[src/rtl/key_search_pkg.sv]
`default_nettype none
// ============================================================================
// Module   : key_search_pkg
// Brief    : Shared types and constants for the RC4 key-search arbiter.
// Revision : 1.0
// ============================================================================
package key_search_pkg;

    typedef enum logic [1:0] {
        IDLE   = 2'd0,
        SEARCH = 2'd1,
        FOUND  = 2'd2,
        FAILED = 2'd3
    } state_t;

    localparam logic [6:0] SEG_BLANK         = 7'h7F;
    localparam logic [6:0] SEG_DASH          = 7'h3F;
    localparam int         DEFAULT_KEY_WIDTH = 24;
    localparam int         DEFAULT_NUM_CORES = 4;

endpackage
`default_nettype wire

[src/rtl/key_search_arbiter_if.sv]
`default_nettype none
// ============================================================================
// Module   : key_search_arbiter_if
// Brief    : Core-status, control and display bundle around the arbiter.
// Revision : 1.0
// ============================================================================
interface key_search_arbiter_if #(
    parameter int NUM_CORES = 4,
    parameter int KEY_WIDTH = 24
);
    localparam int WIN_W = (NUM_CORES > 1) ? $clog2(NUM_CORES) : 1;

    logic                           start;
    logic [NUM_CORES-1:0]           core_finish;
    logic [NUM_CORES-1:0]           core_found;
    logic [NUM_CORES*KEY_WIDTH-1:0] core_key;
    logic                           outer_finish;
    logic                           busy;
    logic                           key_valid;
    logic [KEY_WIDTH-1:0]           key_out;
    logic [WIN_W-1:0]               winner;
    logic                           search_failed;
    logic [41:0]                    hex_out;

    // Arbiter side
    modport slave (
        input  start, core_finish, core_found, core_key,
        output outer_finish, busy, key_valid, key_out, winner, search_failed, hex_out
    );

    // Core / controller side
    modport master (
        output start, core_finish, core_found, core_key,
        input  outer_finish, busy, key_valid, key_out, winner, search_failed, hex_out
    );
endinterface
`default_nettype wire

[src/rtl/hex_seg_decoder.sv]
`default_nettype none
// ============================================================================
// Module   : hex_seg_decoder
// Brief    : Nibble to active-low 7-segment glyph (bit 0 = segment a).
// Revision : 1.0
// ============================================================================
module hex_seg_decoder (
    input  wire logic [3:0] nibble,
    output logic      [6:0] seg
);
    always_comb begin
        seg = 7'h7F;
        case (nibble)
            4'h0: seg = 7'h40;
            4'h1: seg = 7'h79;
            4'h2: seg = 7'h24;
            4'h3: seg = 7'h30;
            4'h4: seg = 7'h19;
            4'h5: seg = 7'h12;
            4'h6: seg = 7'h02;
            4'h7: seg = 7'h78;
            4'h8: seg = 7'h00;
            4'h9: seg = 7'h10;
            4'hA: seg = 7'h08;
            4'hB: seg = 7'h03;
            4'hC: seg = 7'h46;
            4'hD: seg = 7'h21;
            4'hE: seg = 7'h06;
            4'hF: seg = 7'h0E;
            default: seg = 7'h7F;
        endcase
    end
endmodule
`default_nettype wire

[src/rtl/key_search_arbiter.sv]
`default_nettype none
// ============================================================================
// Module   : key_search_arbiter
// Brief    : Picks the first RC4 core reporting a valid key, or flags failure.
// Revision : 1.0
// ============================================================================
module key_search_arbiter
    import key_search_pkg::*;
#(
    parameter int NUM_CORES = DEFAULT_NUM_CORES,
    parameter int KEY_WIDTH = DEFAULT_KEY_WIDTH
) (
    input  wire logic              clk,
    input  wire logic              reset_n,
    key_search_arbiter_if.slave    bus
);
    localparam int WIN_W = (NUM_CORES > 1) ? $clog2(NUM_CORES) : 1;

    state_t                 r_state;
    logic [NUM_CORES-1:0]   r_done_mask;
    logic                   r_busy;
    logic                   r_key_valid;
    logic                   r_search_failed;
    logic                   r_outer_finish;
    logic [KEY_WIDTH-1:0]   r_key_out;
    logic [WIN_W-1:0]       r_winner;
    logic [41:0]            r_hex;

    logic [NUM_CORES-1:0]   w_hit;
    logic                   w_all_done;
    logic [WIN_W-1:0]       w_win_idx;
    logic [KEY_WIDTH-1:0]   w_win_key;
    logic [41:0]            w_hex_key;

    assign w_hit      = bus.core_finish & bus.core_found;
    assign w_all_done = &(r_done_mask | bus.core_finish);

    // Descending scan so the lowest set index is the one left standing
    always_comb begin
        w_win_idx = '0;
        w_win_key = '0;
        for (int i = NUM_CORES - 1; i >= 0; i--) begin
            if (w_hit[i]) begin
                w_win_idx = WIN_W'(i);
                w_win_key = bus.core_key[i*KEY_WIDTH +: KEY_WIDTH];
            end
        end
    end

    always_ff @(posedge clk or negedge reset_n) begin
        if (!reset_n) begin
            r_state         <= IDLE;
            r_done_mask     <= '0;
            r_busy          <= 1'b0;
            r_key_valid     <= 1'b0;
            r_search_failed <= 1'b0;
            r_outer_finish  <= 1'b0;
            r_key_out       <= '0;
            r_winner        <= '0;
        end else begin
            case (r_state)
                IDLE: begin
                    if (bus.start) begin
                        r_state     <= SEARCH;
                        r_busy      <= 1'b1;
                        r_done_mask <= '0;
                    end
                end
                SEARCH: begin
                    r_done_mask <= r_done_mask | bus.core_finish;
                    if (|w_hit) begin
                        r_state        <= FOUND;
                        r_busy         <= 1'b0;
                        r_key_valid    <= 1'b1;
                        r_outer_finish <= 1'b1;
                        r_key_out      <= w_win_key;
                        r_winner       <= w_win_idx;
                    end else if (w_all_done) begin
                        r_state         <= FAILED;
                        r_busy          <= 1'b0;
                        r_search_failed <= 1'b1;
                        r_outer_finish  <= 1'b1;
                    end
                end
                default: begin
                    r_state <= r_state;
                end
            endcase
        end
    end

    for (genvar d = 0; d < 6; d++) begin : g_digit
        hex_seg_decoder u_dec (
            .nibble (r_key_out[d*4 +: 4]),
            .seg    (w_hex_key[d*7 +: 7])
        );
    end

    // Display follows the registered state, so it trails the decision by a cycle
    always_ff @(posedge clk or negedge reset_n) begin
        if (!reset_n) begin
            r_hex <= {6{SEG_BLANK}};
        end else begin
            case (r_state)
                FOUND:   r_hex <= w_hex_key;
                FAILED:  r_hex <= {6{SEG_DASH}};
                default: r_hex <= {6{SEG_BLANK}};
            endcase
        end
    end

    assign bus.busy          = r_busy;
    assign bus.key_valid     = r_key_valid;
    assign bus.search_failed = r_search_failed;
    assign bus.outer_finish  = r_outer_finish;
    assign bus.key_out       = r_key_out;
    assign bus.winner        = r_winner;
    assign bus.hex_out       = r_hex;

endmodule
`default_nettype wire

[src/flat_wrapper.sv]
// flat-port wrapper written by rule: the top's interface ports become plain ports
module key_search_arbiter_flat import key_search_pkg::*;
#(
    parameter int NUM_CORES = DEFAULT_NUM_CORES,
    parameter int KEY_WIDTH = DEFAULT_KEY_WIDTH
)
  (clk, reset_n, bus_start, bus_core_finish, bus_core_found, bus_core_key, bus_outer_finish, bus_busy, bus_key_valid, bus_key_out, bus_winner, bus_search_failed, bus_hex_out);
  key_search_arbiter_if #(.NUM_CORES(NUM_CORES), .KEY_WIDTH(KEY_WIDTH)) bus_i ();
  input  wire logic clk;
  input  wire logic reset_n;
  input wire logic [$bits(bus_i.start)-1:0] bus_start;
  input wire logic [$bits(bus_i.core_finish)-1:0] bus_core_finish;
  input wire logic [$bits(bus_i.core_found)-1:0] bus_core_found;
  input wire logic [$bits(bus_i.core_key)-1:0] bus_core_key;
  output wire logic [$bits(bus_i.outer_finish)-1:0] bus_outer_finish;
  output wire logic [$bits(bus_i.busy)-1:0] bus_busy;
  output wire logic [$bits(bus_i.key_valid)-1:0] bus_key_valid;
  output wire logic [$bits(bus_i.key_out)-1:0] bus_key_out;
  output wire logic [$bits(bus_i.winner)-1:0] bus_winner;
  output wire logic [$bits(bus_i.search_failed)-1:0] bus_search_failed;
  output wire logic [$bits(bus_i.hex_out)-1:0] bus_hex_out;
  assign bus_i.start = bus_start;
  assign bus_i.core_finish = bus_core_finish;
  assign bus_i.core_found = bus_core_found;
  assign bus_i.core_key = bus_core_key;
  assign bus_outer_finish = bus_i.outer_finish;
  assign bus_busy = bus_i.busy;
  assign bus_key_valid = bus_i.key_valid;
  assign bus_key_out = bus_i.key_out;
  assign bus_winner = bus_i.winner;
  assign bus_search_failed = bus_i.search_failed;
  assign bus_hex_out = bus_i.hex_out;
  key_search_arbiter #(.NUM_CORES(NUM_CORES), .KEY_WIDTH(KEY_WIDTH)) u_core (.clk(clk), .reset_n(reset_n), .bus(bus_i));
endmodule
[config.mk]
export PLATFORM = sky130hd
export DESIGN_NAME = key_search_arbiter_flat
export DESIGN_NICKNAME = d
export VERILOG_FILES = /design/src/rtl/key_search_pkg.sv /design/src/rtl/key_search_arbiter_if.sv /design/src/rtl/hex_seg_decoder.sv /design/src/rtl/key_search_arbiter.sv /design/src/flat_wrapper.sv
export SDC_FILE = /design/constraint.sdc
export NUM_CORES = 1
export LEC_CHECK = 0
export ABC_AREA = 1
export CAP_MARGIN = 10
export CORE_MARGIN = 2
export CORE_UTILIZATION = 48
export DETAILED_ROUTE_END_ITERATION = 12
export PLACE_DENSITY = 0.9
export SLEW_MARGIN = 25
export SYNTH_ARGS = -nofsm -noshare
export SYNTH_HDL_FRONTEND = slang
export SYNTH_SLANG_ARGS = --single-unit
[constraint.sdc]
create_clock -name clk -period 3.2 [get_ports clk]
set_input_delay 0.96 -clock clk [delete_from_list [all_inputs] [get_ports clk]]
set_output_delay 0.96 -clock clk [all_outputs]
set_load 0.02 [all_outputs]
== Word-level counts from Yosys, hierarchy flattened ==
Memory sizes are Yosys's and may differ from the RTL's.
Cells that the tools add are included.

* Register bits: 78
* Latch bits: 0
* Memories: 6
* Logic and storage cells: 54
* Output and inout port bits: 72
* ROM bits: 672
* Bits in writable memories: 0

{| class="wikitable"
|+ Memories
! memory !! depth !! bits a word !! read ports !! clocked after memory_dff !! wr ports !! line !! source
|-
| (no name shown) || 16 || 7 || 1 || 0 || 0 || hex_seg_decoder.sv:13 || <nowiki>case (nibble)</nowiki>
|-
| (no name shown) || 16 || 7 || 1 || 0 || 0 || hex_seg_decoder.sv:13 ||
|-
| (no name shown) || 16 || 7 || 1 || 0 || 0 || hex_seg_decoder.sv:13 ||
|-
| (no name shown) || 16 || 7 || 1 || 0 || 0 || hex_seg_decoder.sv:13 ||
|-
| (no name shown) || 16 || 7 || 1 || 0 || 0 || hex_seg_decoder.sv:13 ||
|-
| (no name shown) || 16 || 7 || 1 || 0 || 0 || hex_seg_decoder.sv:13 ||
|}

* Multiply operators: 0
* $add $sub $neg: 0
* Bitwise logic cells: 3
* Multiplexer cells: 21
* Divide/modulo/power cells: 0
* Shifts and indexed selects: 0
* Reductions and logical operators: 10
* Equality and inequality tests: 5
* $lt $le $gt $ge: 0

{| class="wikitable"
|+ Operators by type and width
! cell !! count
|-
| $mux 24 || 4
|-
| $pmux 42 s2 || 1
|-
| $mux 2 || 7
|-
| $pmux 4 s2 || 1
|-
| $reduce_and 2->1 || 3
|-
| $reduce_and 6->1 || 1
|-
| $mux 1 || 5
|-
| $and 4x4->4 || 1
|-
| $eq 2x2->1 const B || 2
|-
| $mux 4 || 1
|-
| $or 4x4->4 || 1
|-
| $pmux 2 s2 || 1
|-
| $reduce_and 4->1 || 1
|-
| $reduce_bool 2->1 || 2
|-
| $reduce_or 4->1 || 1
|-
| $ne 3x1->1 const B || 1
|-
| $reduce_and 3->1 || 1
|-
| $eq 2x1->1 const B || 1
|-
| $logic_not 2->1 || 1
|-
| $ne 2x2->1 const B || 1
|-
| $pmux 1 s2 || 1
|-
| $not 1->1 || 1
|}

== Logic depth before layout (Yosys ltp) ==
* Depth after elaboration: 5
* Gate-level depth with buffers: 9

== Hierarchy ==
A second synthesis with hierarchy kept.

* Cell total of the unflattened synthesis: 898
* Area, all modules: 5783.0 um^2

{| class="wikitable"
|+ Modules (own cells, without submodules)
! module !! seq. area each (um^2) !! cells an instance !! times used !! area each (um^2)
|-
| key_search_arbiter || 2004.4 || 604 || 1 || 4139.0
|-
| hex_seg_decoder || 0.0 || 49 || 6 || 274.0
|}

== Least setup slack after synthesis ==
Ideal clock, no wire load.

* Path kind: input port to flip-flop
* Start: in bus_core_found[1]
* End: reg u_core.r_key_out[20], in the netlist u_core.bus.key_out[20]
* Path slack: 1.252 ns
* Cell stages on the path: 8
* Setup time: 0.117 ns
* Buffers on the path: 2
* Arrival time: 1.831 ns
* Cells stage by stage: buf_4 nand2_8 nand2_4 o21ai_4 buf_6 nor2_1 nand2_1 nand2_1

* Longest elaborated chain between the ends: 3
* Elaborated cells between the ends (all ways): 5
* Classes of those cells: mux (2); bitwise (1); reduce/logical (2)

{| class="wikitable"
|+ RTL lines
! element !! line !! source
|-
| start, declared || flat_wrapper.sv:13 || <nowiki>input wire logic [$bits(bus_i.core_found)-1:0] bus_core_found;</nowiki>
|-
| $and 4x4->4 (*) || key_search_arbiter.sv:35 || <nowiki>assign w_hit = bus.core_finish & bus.core_found;</nowiki>
|-
| $reduce_or 4->1 or $mux 24 (tied branches) || key_search_arbiter.sv:71, key_search_arbiter.sv:43 ||
|-
| $reduce_and 2->1 (no line) or $mux 24 (tied branches) || n/a ||
|-
| end signal, assigned || key_search_arbiter.sv:76 || <nowiki>r_key_out <= w_win_key;</nowiki>
|-
| end, declared || key_search_arbiter.sv:25 || <nowiki>logic [KEY_WIDTH-1:0] r_key_out;</nowiki>
|}

Mark *: on every way between the ends. The rest lies on a longest branch, timed or not.
A chain may end at the register's enable or synchronous reset.

== Worst setup path after layout ==
* Start: reg u_core.r_key_out[22], in the netlist u_core.bus.key_out[22]
* End: out bus_key_out[22]

{| class="wikitable"
|+ RTL lines
! element !! line !! source
|-
| end, declared || flat_wrapper.sv:18 || <nowiki>output wire logic [$bits(bus_i.key_out)-1:0] bus_key_out;</nowiki>
|}

No word-level cell between the ends.

==> reports/qor.yml <==
outcome:
  status: "completed"
clock_tree:
  htreeDepth: 3
  worst_skew_pair.late_latency_ns: 0.36
  clkSlewWorstSetupHoldPaths_ns: 0.08
  post_cts_resized: 0
  cts_root_buffer: "clkbuf_8"
  cts.repair_timing.setup_buffer_count: 0
  numCtsBuffers: 9
  hold_buffers: 0
  cts_tree: "yes"
  clock_path_buffers: 2
  clkSinkCount: 78
power_and_ir_drop:
  p_int_w: 0.001649
  p_switching_w: 0.0005231
  seqPwrFrac: 0.457
  netSwitchingFraction: 0.2408
  clock_power_share: 0.407
  power_leakage_nw: 3.599
  cellPowerDensity_nw_per_um2: 293.8
  p_comb_frac: 0.137
  peakVddDrop_v: 0.0002296
yosys:
  synth_top_area_cell: "dfstp_2"
  yosys_register_bits: 78
  ys.flop_type: "dfstp_2"
  synth_area_um2: 5313
  synth-edff-count: 0
  synth.top_cell.area_share: 0.2077
  ys_types: 28
  yosysWarnings: 0
  ys_async_sr_fraction: 1.000
  syn-num-nets: 900
  synthCells: 745
  synth_area_leaders: "dfstp_2 (21%), nand2_1 (21%), dfrtp_1 (17%)"
  ys_seq_area_frac: 0.3773
  syn_avg_cell_area_um2: 7.131
drt:
  final_antenna_net_count: 0
  first_iter_violations: 257
  wire_per_inst_um: 14.58
  routed_wl_um: 15310
  drc: 0
  vias_per_cell: 5.165
  firstDrtPassIters: 5
  vias: 5423
sta:
  setup_slack_ns: 0.5451
  setup_viol: 0
  timing.setup.tns_ns: 0
  fin_worst_skew_ns: 0.009639
  min_period_over_period: 0.8297
  hold_viol: 0
  worst_pin_slew_ns: 0.7043
  maxSlewViolCount: 0
  holdWs_ns: 0.4676
  fin_crit_ns: 2.655
  slew_headroom: 0.5305
  fmax_mhz: 376.7
  grt_setup_unrepaired: "false"
placement:
  place_ws_ns: 0.5185
  io_buffers: 178
  place_inst: 1034
  place.gp.congestion: 0.8819
  dpl.hpwl_um: 11120
finish:
  nNetsFinal: 1060
  fillers: 927
  regArea_um2: 2004
  finalNonFillerCells: 1050
  area_growth_pct: 39.17
  multi_input_area_um2: 2872
  antennaDiodeCount: 0
  drive_gt1_frac: 0.08132
floorplanning:
  std_cell_rows: 38
  pin_count: 179
  die_w_um: 109.2
  initial_core_util: 0.4901
  die_area_um2: 11930
  die_y_um: 109.2
  core_um2: 10840
hold_path:
  hp-class: "reg -> reg"
setup_path:
  crit_path_cell_trace: "clkdlybuf4s50_1"
  crit_buf_inv: 1
  cp.arrival_ns: 1.69
  worst-path-max-fanout: 17
  startpoint_type: "register"
  cpLargestDelayFamily: "buffers and inverters"
  worst_path_largest_cell_delay_ns: 0.71
  required_ns: 2.24
  end_kind: "output port"
  path_class: "reg -> out"
  slowest_stage: "clkdlybuf4s50_1"
flow_run:
  maxCapViolations: 0
grt:
  grt_usage: 0.2633
  antenna_found_initial: 0
  grt_max_degree: 79
  gr-total-overflow: 0
  grt_pass1_wl_um: 24160
  grt_pass1_vias: 4968
==> stage by stage <==
stage	power (W)	util	cell area (um^2)
2_1_floorplan	0.001119	-	5313
3_3_place_gp	0.001301	0.6589	7143
3_5_place_dp	0.001304	0.6589	7143
4_1_cts	0.002184	0.6817	7390
5_1_grt	0.002263	0.6820	7393
6_report	0.002172	0.6820	7393
==> worst paths after layout <==
| path | from | endpoint | slack (ns) | depth (start not counted) |
|---|---|---|---|---|
| worst max register to register | u_core.r_state[1] | u_core.bus.hex_out[39] | 1.44 | 4 |
| worst max-delay path | u_core.bus.key_out[22] | bus_key_out[22] | 0.55 | 1 |
| worst min register to register | u_core.bus.key_valid | u_core.bus.key_valid | 0.47 | 1 |
| max in group asynchronous | reset_n | u_core.bus.key_out[5] | 2.10 | 1 |
| min in group asynchronous | reset_n | u_core.bus.key_out[1] | 0.63 | 1 |
| worst min-delay path | u_core.bus.key_valid | u_core.bus.key_valid | 0.47 | 1 |
==> state kept, by name (all words and copies together), names as in the netlist <==
name,flops
u_core.bus.hex_out,42
u_core.bus.key_out,24
u_core.r_done_mask,4
u_core.bus.winner,2
u_core.r_state,2
u_core.bus.busy,1
u_core.bus.key_valid,1
u_core.bus.outer_finish,1
u_core.bus.search_failed,1
==> metal layers <==
metal,GRT usage,part of all wire,up-vias
met1,0.3328,0.41,2478
met5,0,0,-
met4,0.09042,0.019,0
met2,0.4454,0.48,244
met3,0.05738,0.083,31
li1,-,-,2670
==> area by class of cell <==
cell class / instances / area share
Timing Repair Buffer: 186 / 0.2510
Clock buffer: 13 / 0.02742
Sequential cell: 78 / 0.2711
Tap cell: 140 / 0.02369
Clock inverter: 3 / 0.005923
Multi-Input combinational cell: 566 / 0.3884
Inverter: 64 / 0.03249
==> cell families (layout without fill, tap and decap cells) <==
logic type,count (synthesis),in the layout,share of synthesized area
fa+ha+maj,48,48,0.1130
simple gates,429,429,0.3267
flops,78,78,0.3773
compound gates,89,89,0.1003
buf+inv,101,266,0.08266
==> cells in the mapped netlist (2+ instances only) <==
library cell	number
nor2_1	64
ha_1	48
buf_6	6
dfrtp_1	36
o21ai_1	2
dfstp_2	42
inv_1	63
clkbuf_1	18
a21oi_1	18
o311ai_0	8
nand2_1	292
buf_1	3
buf_2	9
o211ai_1	16
o21ai_0	42
nand3_1	66
==> cell usage in the layout, fill, tap and decap left out, types with 2 or more instances in the layout <==
cell type / instances
clkdlybuf4s50_1: 177
nor2_1: 64
nand2_1: 291
o21ai_1: 2
nand3_1: 66
buf_4: 7
a21oi_1: 18
dfrtp_1: 36
clkbuf_16: 3
dfstp_2: 42
inv_1: 63
ha_1: 48
o211ai_1: 16
nand2_2: 2
o311ai_0: 8
clkbuf_8: 9
o21ai_0: 42
==> power groups by stage <==
stage          sequential (W)  combinational, W  clock, W
2_1_floorplan         0.00101          0.000111         0
3_3_place_gp          0.00101          0.000292         0
3_5_place_dp          0.00101          0.000296         0
4_1_cts              0.000992          0.000297  0.000895
5_1_grt              0.000992          0.000327  0.000944
6_report             0.000992          0.000297  0.000883
No activity file was read; power rests on OpenSTA's default activity.
